`src/rtl/seqdet_prog_moore.sv`:
```
// seqdet_prog_moore: runtime-programmable serial pattern detector with a
// registered (Moore) match pulse and a saturating hit counter.
//   clk          rising-edge clock
//   reset        asynchronous active-low reset
//   en           din qualifier
//   din          serial input bit
//   cfg_load     one-cycle strobe latching cfg_pattern/cfg_len/cfg_overlap
//   cfg_pattern  pattern, bit [cfg_len-1] expected first, bit [0] last
//   cfg_len      pattern length (0 = never match, >MAX_LEN clamped)
//   cfg_overlap  1 = overlapping detection, 0 = non-overlapping
//   cnt_clear    synchronous clear of hit_count
//   dout         one-cycle match pulse
//   hit_count    saturating match count
module seqdet_prog_moore #(
  parameter int unsigned MAX_LEN = 8,
  parameter int unsigned LEN_W   = 4,
  parameter int unsigned CNT_W   = 8
) (
  input  logic               clk,
  input  logic               reset,
  input  logic               en,
  input  logic               din,
  input  logic               cfg_load,
  input  logic [MAX_LEN-1:0] cfg_pattern,
  input  logic [LEN_W-1:0]   cfg_len,
  input  logic               cfg_overlap,
  input  logic               cnt_clear,
  output logic               dout,
  output logic [CNT_W-1:0]   hit_count
);

  localparam logic [MAX_LEN-1:0] DEF_PAT = MAX_LEN'(4'b1011);
  localparam logic [LEN_W-1:0]   DEF_LEN = LEN_W'(4);
  localparam logic [LEN_W-1:0]   LEN_MAX = LEN_W'(MAX_LEN);
  localparam logic [CNT_W-1:0]   CNT_MAX = {CNT_W{1'b1}};

  logic [MAX_LEN-1:0] r_hist, w_hist_nxt;
  logic [LEN_W-1:0]   r_fill, w_fill_nxt;
  logic [MAX_LEN-1:0] r_pat,  w_pat_nxt;
  logic [LEN_W-1:0]   r_len,  w_len_nxt;
  logic               r_ovl,  w_ovl_nxt;
  logic               r_dout, w_dout_nxt;
  logic [CNT_W-1:0]   r_cnt,  w_cnt_nxt;
  logic [MAX_LEN-1:0] w_mask;
  logic               w_accept;
  logic               w_match;

  // State register
  always_ff @(posedge clk or negedge reset) begin
    if (!reset) begin
      r_hist <= '0;
      r_fill <= '0;
      r_pat  <= DEF_PAT;
      r_len  <= DEF_LEN;
      r_ovl  <= 1'b0;
      r_dout <= 1'b0;
      r_cnt  <= '0;
    end else begin
      r_hist <= w_hist_nxt;
      r_fill <= w_fill_nxt;
      r_pat  <= w_pat_nxt;
      r_len  <= w_len_nxt;
      r_ovl  <= w_ovl_nxt;
      r_dout <= w_dout_nxt;
      r_cnt  <= w_cnt_nxt;
    end
  end

  // Next-state: shift, fill tracking, match compare on the post-shift window
  always_comb begin
    w_hist_nxt = r_hist;
    w_fill_nxt = r_fill;
    w_pat_nxt  = r_pat;
    w_len_nxt  = r_len;
    w_ovl_nxt  = r_ovl;
    w_dout_nxt = 1'b0;
    w_cnt_nxt  = r_cnt;
    w_mask     = '0;
    w_match    = 1'b0;
    w_accept   = en && !cfg_load;

    // Low r_len bits of the window take part in the compare
    for (int unsigned i = 0; i < MAX_LEN; i++) begin
      w_mask[i] = (i < 32'(r_len));
    end

    if (w_accept) begin
      w_hist_nxt = {r_hist[MAX_LEN-2:0], din};
      if (r_fill < LEN_MAX) begin
        w_fill_nxt = r_fill + LEN_W'(1);
      end
    end

    w_match = w_accept && (r_len != '0) && (w_fill_nxt >= r_len) &&
              (((w_hist_nxt ^ r_pat) & w_mask) == '0);

    if (w_match) begin
      w_dout_nxt = 1'b1;
      // Non-overlap: the next match must be built from fresh bits only
      if (!r_ovl) begin
        w_fill_nxt = '0;
      end
    end

    // A clear coinciding with a hit keeps that hit
    if (cnt_clear) begin
      w_cnt_nxt = w_match ? CNT_W'(1) : '0;
    end else if (w_match && (r_cnt != CNT_MAX)) begin
      w_cnt_nxt = r_cnt + CNT_W'(1);
    end

    if (cfg_load) begin
      w_pat_nxt  = cfg_pattern;
      w_len_nxt  = (cfg_len > LEN_MAX) ? LEN_MAX : cfg_len;
      w_ovl_nxt  = cfg_overlap;
      w_fill_nxt = '0;
    end
  end

  assign dout      = r_dout;
  assign hit_count = r_cnt;

endmodule

```
`config.mk`:
```
export PLATFORM = sky130hd
export DESIGN_NAME = seqdet_prog_moore
export DESIGN_NICKNAME = d
export VERILOG_FILES = /design/src/rtl/seqdet_prog_moore.sv
export SDC_FILE = /design/constraint.sdc
export NUM_CORES = 1
export LEC_CHECK = 0
export ABC_AREA = 1
export CORE_MARGIN = 5
export CORE_UTILIZATION = 60
export CTS_CLUSTER_DIAMETER = 80
export DETAILED_ROUTE_END_ITERATION = 10
export DONT_BUFFER_PORTS = 1
export GPL_TIMING_DRIVEN = 1
export PLACE_DENSITY_LB_ADDON = 0.08
export SETUP_SLACK_MARGIN = 0.2
export SLEW_MARGIN = 20
export SYNTH_ARGS = -nofsm -noshare
export SYNTH_HDL_FRONTEND = slang
export SYNTH_SLANG_ARGS = --single-unit
```
`constraint.sdc`:
```
create_clock -name clk -period 3.4 [get_ports clk]
set_input_delay 0.51 -clock clk [delete_from_list [all_inputs] [get_ports clk]]
set_output_delay 0.51 -clock clk [all_outputs]
set_load 0.03 [all_outputs]
```
==> run metrics <==
outcome=completed; H-tree depth=2; FMAX=0.388 GHz; number of global-route vias before repair=about 1.6k; Final GP Congestion=~0.8; commonest cells in the synthesized netlist=nand2_1, nand3_1, inv_1; CP max FO=22; Worst EP arrival=2.85 ns; biggest area consumer among synthesized cells=dfrtp_1; mux share of post-synthesis cell area=0%; Avg Cell Area, Syn=7.77 µm²; ant diodes=0; FF+latch count, synth=34; CP Depth=15; VDD IR-drop max=0.000292 V; Final Cycle Share=between 70% and 80%; Reg2Reg Depth=12; Placed Cells=299; worst-skew pair later-pin latency=0.34 ns; Async S/R FF share, synth=100%; Synth Area in Simple Gates=35.9%; Num CTS Buffers=5; sequential share of the synthesized area=42.5%; critical-path cell list=inv_2 > nand2_4 > nor2_1 > inv_1 > o21ai_0 > inv_1 > ha_1 > nand2_1 > o211ai_1 > inv_1 > nor2_2 > nand4_4 > nand2_4 > nand2_1 > nand2_1; detailed-placement wirelength estimate=slightly below 3000 µm; Max Root-Sink Buffers=2; CP required=3.68 ns; warning count from the yosys run=0; Clk pin slew, worst setup/hold paths=between 0.1 and 0.15 ns; Sink Count=34; Worst Tran Pin Value=0.453 ns; fraction of power consumed by sequential logic=45.2%; P per Cell Area=493 nW/µm²; HP Class=in -> reg; Hold Vio Cnt, Final=0; CP Buf/Inv Count=4; Via-to-Cell Ratio=approximately 5.2; P_sw=0.000303 W; max-cap viol count=0; GRT Util Overall=20.0%; Final Max Slew Viols=0; final WL=3950 µm; WS Path Type=in -> reg; Leak Pwr=1.10 nW; dominant synthesized flop cell=dfrtp_1; post-synthesis cell count=259; grt ovf=0; unrepaired setup endpoints after global routing=false; Area contributors post-synth=dfrtp_1, nand2_1, nand3_1; combinational power share=18.6%; synthesis-to-finish area growth=7.84%; compound-cell area share of the yosys netlist=7.40%; Avg WL per Cell=about 13 µm; first-pass GRT wire length=6860 µm; Fill cells=286; area fraction of the dominant cell type after synthesis=37.3%; crit start category=primary input; Tmin final=2.57 ns; total negative setup slack=0 ns; initial antenna violation count=0; critical path's slowest cell=ha_1; Distinct cells, synth=33; Die H=67.9 µm; slowest stage delay, CP=0.29 ns; final setup vio count=0; DRT Pass-1 Iters=4; EDFF count, synth=0; Post-Syn Nets=284; Netlist Area Pre-Place=2010 µm²; adder-cell area share of the yosys netlist=3.73%; Int Pwr=roughly 0.00077 W; Largest delay share family, worst path=simple AND/OR/NAND/NOR gates; DIE AREA=about 4600 µm²; hold path cells=1; core area=around 3300 µm²; largest net degree at the start of global routing=35; Setup Skew=between 0.009 and 0.01 ns; Clock power frac=36.3%; Buffers on Ports=0; CTS tree=built; CP Capture Type=flop; cell row count=21; dpl cell area=2030 µm²; switching share of power=28.4%; Final #Nets=287; Layout Cells excl Fill=309; Initial Utilization=about three fifths; design area=about 2200 µm²; ratio of cells with drive above 1 in the final layout=14.1%; I/O Pins=28; Relative slew margins=69.7%; Die X=67.9 µm; CTS Root Cell=clkbuf_4; First DRT Iteration DRCs=87; most frequent cell after synthesis=nand2_1; vias=approximately 1.6k; largest family of logic cells by synthesized area=simple AND/OR/NAND/NOR gates; XOR/XNOR Fraction of Synth Area=2.18%; DRT antenna net count=0; DRC=0
path summary, 6_finish.rpt:
kind,startpoint,end,slack (ns)
setup / recovery,cfg_load,hit_count[3],0.83
hold / removal,cfg_load,r_len[2],0.22
setup reg to reg,r_fill[0],hit_count[3],0.97
hold reg to reg,r_ovl,r_ovl,0.51
max in group asynchronous,reset,r_pat[0],2.55
min in group asynchronous,reset,r_hist[2],0.60
sequential cells by signal, indices dropped and copies added, names as in the netlist:
name / count
hit_count: 8
r_hist: 8
r_pat: 8
r_fill: 4
r_len: 4
dout: 1
r_ovl: 1
per-layer routing:
metal	track usage (%)	vias up	part of all wire, %
met2	33.0	29	44
met5	0	-	0
li1	-	842	-
met3	6.08	6	5.8
met4	7.44	0	1.4
met1	24.6	716	49
cells in the final DEF (no fill, tap or decap), types with 2 or more instances in the layout:
master	n
a21oi_1	4
a31oi_1	2
bufinv_16	2
clkbuf_4	5
dfrtp_1	30
dfstp_2	4
ha_1	6
inv_1	31
nand2_1	69
nand2_2	9
nand2_4	2
nand3_1	35
nand3_2	4
nand4_1	2
nor2_1	17
nor2_4	2
nor3_1	2
o21ai_0	16
or2_2	2
xnor2_1	2
xor2_1	3
kinds of logic after synthesis:
| family | count (synthesis) |
|---|---|
| AO/OA/AOI/OAI | 26 |
| XOR/XNOR | 5 |
| adder cells (fa/ha/maj) | 6 |
| buffers and inverters | 39 |
| flip-flops | 34 |
| AND/OR/NAND/NOR | 149 |
power by group through the flow:
stage                     Sequential (W)  Clock, W  Combinational, W
after global placement          0.000490         0          0.000185
after floorplan                 0.000483         0          0.000166
after CTS                       0.000483  0.000393          0.000200
after detailed placement        0.000491         0          0.000188
final                           0.000483  0.000388          0.000198
after global routing            0.000489  0.000409          0.000231
metrics by stage:
| stage | hold slack [ns] | utilization [%] | setup slack [ns] | total power (W) |
|---|---|---|---|---|
| after floorplan | 0.214 | - | 0.809 | 0.000650 |
| after global placement | 0.215 | 61.8 | 0.566 | 0.000675 |
| after detailed placement | 0.216 | 61.8 | 0.482 | 0.000679 |
| after CTS | 0.208 | 66.1 | 0.837 | 0.00108 |
| after global routing | 0.213 | 66.1 | 0.530 | 0.00113 |
| final | 0.216 | 66.1 | 0.825 | 0.00107 |
what timing repair did:
action | CTS | global route
hold endpoints to repair | 34 | 0
gates resized for setup | 0 | 0
hold buffers | 2 | 0
setup buffers | 0 | 0
layout make-up:
class / count / area, µm² / area share (%)
multi-input cells: 186 / 991 / 45.7
well taps: 46 / 57.6 / 2.65
inverters: 33 / 124 / 5.71
repair buffers: 2 / 30.0 / 1.38
flip-flops and latches: 34 / 856 / 39.4
clock inverters: 2 / 60.1 / 2.77
clock buffers: 6 / 51.3 / 2.36
No activity file was read; power rests on OpenSTA's default activity.
